**config.mk**
```make
export PLATFORM = sky130hd
export DESIGN_NAME = addr_seq_ctrl
export DESIGN_NICKNAME = d
export VERILOG_FILES = /design/src/rtl/addr_seq_pkg.sv /design/src/rtl/addr_seq_ctrl_seq_cnt.sv /design/src/rtl/addr_seq_ctrl.sv
export SDC_FILE = /design/constraint.sdc
export NUM_CORES = 1
export LEC_CHECK = 0
export BUFFER_PORTS_ARGS = -buffer_cell sky130_fd_sc_hd__buf_2
export CORE_UTILIZATION = 41
export CTS_CLUSTER_DIAMETER = 100
export DETAILED_ROUTE_END_ITERATION = 16
export MAX_ROUTING_LAYER = met4
export SYNTH_ARGS = -nofsm -noshare
export SYNTH_HDL_FRONTEND = slang
export SYNTH_SLANG_ARGS = --single-unit
```
**constraint.sdc**
```tcl
create_clock -name clk -period 4.5 [get_ports clk]
set_clock_uncertainty 0.15 [all_clocks]
set_input_delay 0 -clock clk [delete_from_list [all_inputs] [get_ports clk]]
set_output_delay 0 -clock clk [all_outputs]
set_load 0.005 [all_outputs]
```
**src/rtl/addr_seq_pkg.sv**
```systemverilog
// Shared types and default strides for the address sequencer.
// State encoding and ia stride defaults live here.
package addr_seq_pkg;

   typedef enum logic [1:0] {
      S_IDLE,
      S_RUN,
      S_DONE
   } state_t;

   localparam int unsigned IY_DEF = 10;
   localparam int unsigned IC_DEF = 100;

endpackage

```
**src/rtl/addr_seq_ctrl_seq_cnt.sv**
```systemverilog
// Wrapping loop counter: counts 0..fin while en is high.
// wrap flags that the current value is the last one.
module seq_cnt #(
   parameter int W = 4
) (
   input  logic         clk,
   input  logic         rst,
   input  logic         clr,
   input  logic         en,
   input  logic [W-1:0] fin,
   output logic [W-1:0] data,
   output logic         wrap
);

   assign wrap = (data == fin);

   always_ff @(posedge clk) begin
      if (rst) begin
         data <= '0;
      end else if (clr) begin
         data <= '0;
      end else if (en) begin
         data <= wrap ? '0 : data + 1'b1;
      end
   end

endmodule

```
**src/rtl/addr_seq_ctrl.sv**
```systemverilog
// Three-level loop address sequencer producing dense wa and strided ia.
// ia is built incrementally from row and plane base registers.
module addr_seq_ctrl
   import addr_seq_pkg::*;
#(
   parameter int W  = 4,
   parameter int IY = IY_DEF,
   parameter int IC = IC_DEF
) (
   input  logic         clk,
   input  logic         rst,
   input  logic         cmd_valid,
   output logic         cmd_ready,
   input  logic [W-1:0] cmd_x_fin,
   input  logic [W-1:0] cmd_y_fin,
   input  logic [W-1:0] cmd_c_fin,
   input  logic [31:0]  cmd_w_base,
   input  logic [31:0]  cmd_i_base,
   input  logic         abort,
   output logic         out_valid,
   input  logic         out_ready,
   output logic [31:0]  wa,
   output logic [31:0]  ia,
   output logic         out_last,
   output logic         busy,
   output logic         done
);

   state_t       state;
   logic [W-1:0] x_fin_q, y_fin_q, c_fin_q;
   logic [W-1:0] x_cnt, y_cnt, c_cnt;
   logic         x_wrap, y_wrap, c_wrap;
   logic [31:0]  row_base, plane_base;
   logic         accept, fire, step;

   assign accept = cmd_valid && cmd_ready;
   assign fire   = out_valid && out_ready;
   // Counters and addresses only move on a beat that is not being aborted
   assign step   = fire && !abort;

   assign out_last = out_valid
                  && (x_cnt == x_fin_q)
                  && (y_cnt == y_fin_q)
                  && (c_cnt == c_fin_q);

   seq_cnt #(.W(W)) u_x (
      .clk  (clk),
      .rst  (rst),
      .clr  (accept),
      .en   (step),
      .fin  (x_fin_q),
      .data (x_cnt),
      .wrap (x_wrap)
   );

   seq_cnt #(.W(W)) u_y (
      .clk  (clk),
      .rst  (rst),
      .clr  (accept),
      .en   (step && x_wrap),
      .fin  (y_fin_q),
      .data (y_cnt),
      .wrap (y_wrap)
   );

   seq_cnt #(.W(W)) u_c (
      .clk  (clk),
      .rst  (rst),
      .clr  (accept),
      .en   (step && x_wrap && y_wrap),
      .fin  (c_fin_q),
      .data (c_cnt),
      .wrap (c_wrap)
   );

   always_ff @(posedge clk) begin
      if (rst) begin
         state     <= S_IDLE;
         cmd_ready <= 1'b1;
         out_valid <= 1'b0;
         busy      <= 1'b0;
         done      <= 1'b0;
         x_fin_q   <= '0;
         y_fin_q   <= '0;
         c_fin_q   <= '0;
      end else begin
         unique case (state)
            S_IDLE: begin
               done <= 1'b0;
               if (accept) begin
                  state     <= S_RUN;
                  cmd_ready <= 1'b0;
                  out_valid <= 1'b1;
                  busy      <= 1'b1;
                  x_fin_q   <= cmd_x_fin;
                  y_fin_q   <= cmd_y_fin;
                  c_fin_q   <= cmd_c_fin;
               end
            end
            S_RUN: begin
               if (abort) begin
                  state     <= S_IDLE;
                  cmd_ready <= 1'b1;
                  out_valid <= 1'b0;
                  busy      <= 1'b0;
               end else if (fire && out_last) begin
                  state     <= S_DONE;
                  out_valid <= 1'b0;
                  done      <= 1'b1;
               end
            end
            S_DONE: begin
               state     <= S_IDLE;
               cmd_ready <= 1'b1;
               busy      <= 1'b0;
               done      <= 1'b0;
            end
            default: begin
               state     <= S_IDLE;
               cmd_ready <= 1'b1;
               out_valid <= 1'b0;
               busy      <= 1'b0;
               done      <= 1'b0;
            end
         endcase
      end
   end

   always_ff @(posedge clk) begin
      if (rst) begin
         wa         <= '0;
         ia         <= '0;
         row_base   <= '0;
         plane_base <= '0;
      end else if (accept) begin
         wa         <= cmd_w_base;
         ia         <= cmd_i_base;
         row_base   <= cmd_i_base;
         plane_base <= cmd_i_base;
      end else if (step && !out_last) begin
         wa <= wa + 32'd1;
         if (!x_wrap) begin
            ia <= ia + 32'd1;
         end else if (!y_wrap) begin
            row_base <= row_base + 32'(IY);
            ia       <= row_base + 32'(IY);
         end else begin
            plane_base <= plane_base + 32'(IC);
            row_base   <= plane_base + 32'(IC);
            ia         <= plane_base + 32'(IC);
         end
      end
   end

   logic unused_c_wrap;
   assign unused_c_wrap = c_wrap;

endmodule

```
==> impl_metrics.csv <==
group,metric,value,unit
global_routing,grt_max_degree,81,
synthesis,synth_area_leaders,"dfxtp_1 (32%), xnor2_1 (6.5%), nand2_1 (6.2%)",
placed_design,dp_hpwl,21.5,mm
synthesis,ys_seq_area_share,32.5,%
final_layout,nNetsFinal,1542,
run_status,outcome,"completed",
clock_network,htree_levels,4,
die,rows,56,
power,ir_worst_vdd,0.000197,V
clock_network,cts_buffers,17,
detailed_routing,ant_nets,0,
setup_path,max_stage_delay,0.58,ns
power,p_leak,4.52,nW
timing,max_slew.worst_pin.slew,1.25,ns
placed_design,port_buffers,149,
clock_network,cts_tree,"done",
detailed_routing,wirelength,31.9,mm
detailed_routing,drtPass1Iterations,8,
synthesis,synth-main-ff-cell,"dfxtp_1",
power,finalPower,3.96,mW
power,p_per_area,324,mW/mm2
placed_design,gp_congestion,0.878,
setup_path,endpoint_kind,"register",
setup_path,critPathArrivalTime,3.84,ns
clock_network,clk_pin_slew_worst_paths,0.07,ns
synthesis,synth_edf_count,0,
synthesis,synth_top_cell_area_share,32.5,%
timing,period_share,80.4,%
clock_network,clock_latency,0.43,ns
global_routing,antenna_found_initial,1,
global_routing,grt_pass1_wl,51.1,mm
timing,layout_min_cycle_time,3.62,ns
detailed_routing,dr_total_vias,10100,
synthesis,avgSynthCellArea,7.74,um2
setup_path,cp_num_buf_inv,2,
synthesis,syn_inst,1258,
final_layout,nFillCells,2318,
setup_path,cp_max_fo,17,
synthesis,ys_ff_latch,158,
clock_network,root_buffer,"clkbuf_16",
die,die_y,156,um
detailed_routing,wl_per_cell,17.8,um
synthesis,ys_types,67,
timing,rsz0062_at_grt,"no",
setup_path,crit_type,"reg2reg",
synthesis,yosysMostFrequentCell,"nand2_1",
setup_path,crit_required,4.73,ns
flow_run,cap_viol_max_count,0,
timing,max_freq,0.276,GHz
detailed_routing,drt_iter0_drc,890,
global_routing,grt_use_total,27.5,%
die,io_pins,150,
detailed_routing,vias_per_cell,5.67,
final_layout,layout-drive-gt1-share,16.9,%
die,start_util,41.6,%
clock_network,clockBufferDepth,2,
die,core_area,0.0234,mm2
timing,finalHoldViolCount,0,
setup_path,crit_chain,"inv_1 -> or2_1 -> a41oi_4 -> nand2_1 -> nor4_1 -> xnor2_1 -> a211oi_1 -> dlygate4sd3_1",
setup_path,cp_top_family,"simple AND/OR/NAND/NOR gates",
synthesis,async_reset_ff_share,0,%
synthesis,synth_top_area_cell,"dfxtp_1",
setup_path,slowest_stage,"dlygate4sd3_1",
synthesis,ys_warn_count,0,
global_routing,grt_pass1_vias,9579,
synthesis,synth_nets,1346,
die,dieWidth,156,um
synthesis,syn_area,0.00974,mm2
timing,max_slew_margin,16.3,%
hold_path,min_path_type,"in2reg",
clock_network,ctsResizeCount,0,
clock_network,cts_sinks,158,
timing,tns,0,ns
die,die_area,0.0244,mm2
detailed_routing,drc,0,
final_layout,areaGrowthSynthToFinish,25.5,%
timing,maxSlewViolCount,0,
synthesis,synth_commonest_cells,"nand2_1 (162), dfxtp_1 (158), nor2_1 (150)",
setup_path,start_kind,"register",
global_routing,overflow,0,
timing,whs,0.209,ns
timing,setup_viol,0,
repair_timing:
action,4_1_cts,5_1_grt
hold endpoints to repair,139,0
hold buffers,100,0
buffers inserted,0,0
path summary, 6_finish.rpt:
check	from	to	slack, ns	cells after the start
max	out_valid	wa[22]	0.88	8
min	cmd_x_fin[3]	x_fin_q[3]	0.21	4
max reg2reg	out_valid	wa[22]	0.88	8
min reg2reg	plane_base[1]	plane_base[1]	0.32	2
cells by family (layout without fill, tap and decap cells):
group,after synthesis,in the layout,synth area share (%)
compound gates,316,316,21.8
mux,18,18,1.85
xor+xnor,111,111,9.98
simple gates,539,539,28.2
buf+inv,109,318,4.82
other cells,0,1,0
fa+ha+maj,7,7,0.899
flops,158,158,32.5
cell type report:
type | count | area (um2) | area share (%)
diodes | 1 | 2.50 | 0.0205
multi-input cells | 991 | 6120 | 50.1
well taps | 319 | 399 | 3.26
inverters | 18 | 67.6 | 0.553
clock buffers | 19 | 453 | 3.70
clock inverters | 13 | 128 | 1.04
flip-flops and latches | 158 | 3160 | 25.9
repair buffers | 268 | 1890 | 15.5
stage by stage:
stage | utilization [%] | instances | worst slack (ns) | instance area, um2
finish | 52.2 | 1787 | 0.882 | 12200
global route | 52.2 | 1787 | 0.651 | 12200
CTS | 52.2 | 1786 | 0.879 | 12200
detailed placement | 45.5 | 1654 | 1.08 | 10600
global placement | 45.5 | 1654 | 1.17 | 10600
floorplan | - | 1258 | 2.07 | 9740
tightest hold or removal path, delay by kind of cell:
| family | cells | cell delay, ns |
|---|---|---|
| buffers and inverters | 2 | 0.65 |
| AND/OR/NAND/NOR | 1 | 0.05 |
| AO/OA/AOI/OAI | 1 | 0.05 |
sequential cells by signal (all words and copies together), names as in the netlist:
register,count
busy,1
c_fin_q,4
cmd_ready,1
done,1
ia,32
out_valid,1
plane_base,32
row_base,32
state,2
u_c.data,4
u_x.data,4
u_y.data,4
wa,32
x_fin_q,4
y_fin_q,4
layout by cell type (no fill, tap or decap), drive strengths merged, types with 4 or more instances in the layout:
cell type	n
and4	17
mux2i	18
xor2	39
and2	10
nand2	162
a311oi	16
a211oi	49
or4	5
nand3	52
dlygate4sd3	100
nor3	39
nor4	31
a222oi	10
inv	25
ha	7
a31oi	12
or2	4
nor2	150
or3	9
buf	168
a221oi	4
xnor2	72
nor3b	6
o22ai	6
o31ai	11
o211ai	11
dfxtp	158
clkbuf	19
nand4	28
a21oi	99
a22oi	22
and3	16
o21ai	56
nand2b	4
per-layer routing:
layer  up-vias  track usage (%)  wire [um]
li1       4971                -          -
met1      4735             35.7      14400
met2       366             43.3      14700
met3        52             4.69       2040
met4         0             8.82        722
met5         -                -          0
report_power, final:
part / internal [mW] / switching, mW / total [mW] / leakage [nW]
logic: 0.361 / 0.513 / 0.874 / 2.94
registers: 1.50 / 0.132 / 1.63 / 1.30
clock network: 0.805 / 0.644 / 1.45 / 0.283
No activity file was read; power rests on OpenSTA's default activity.
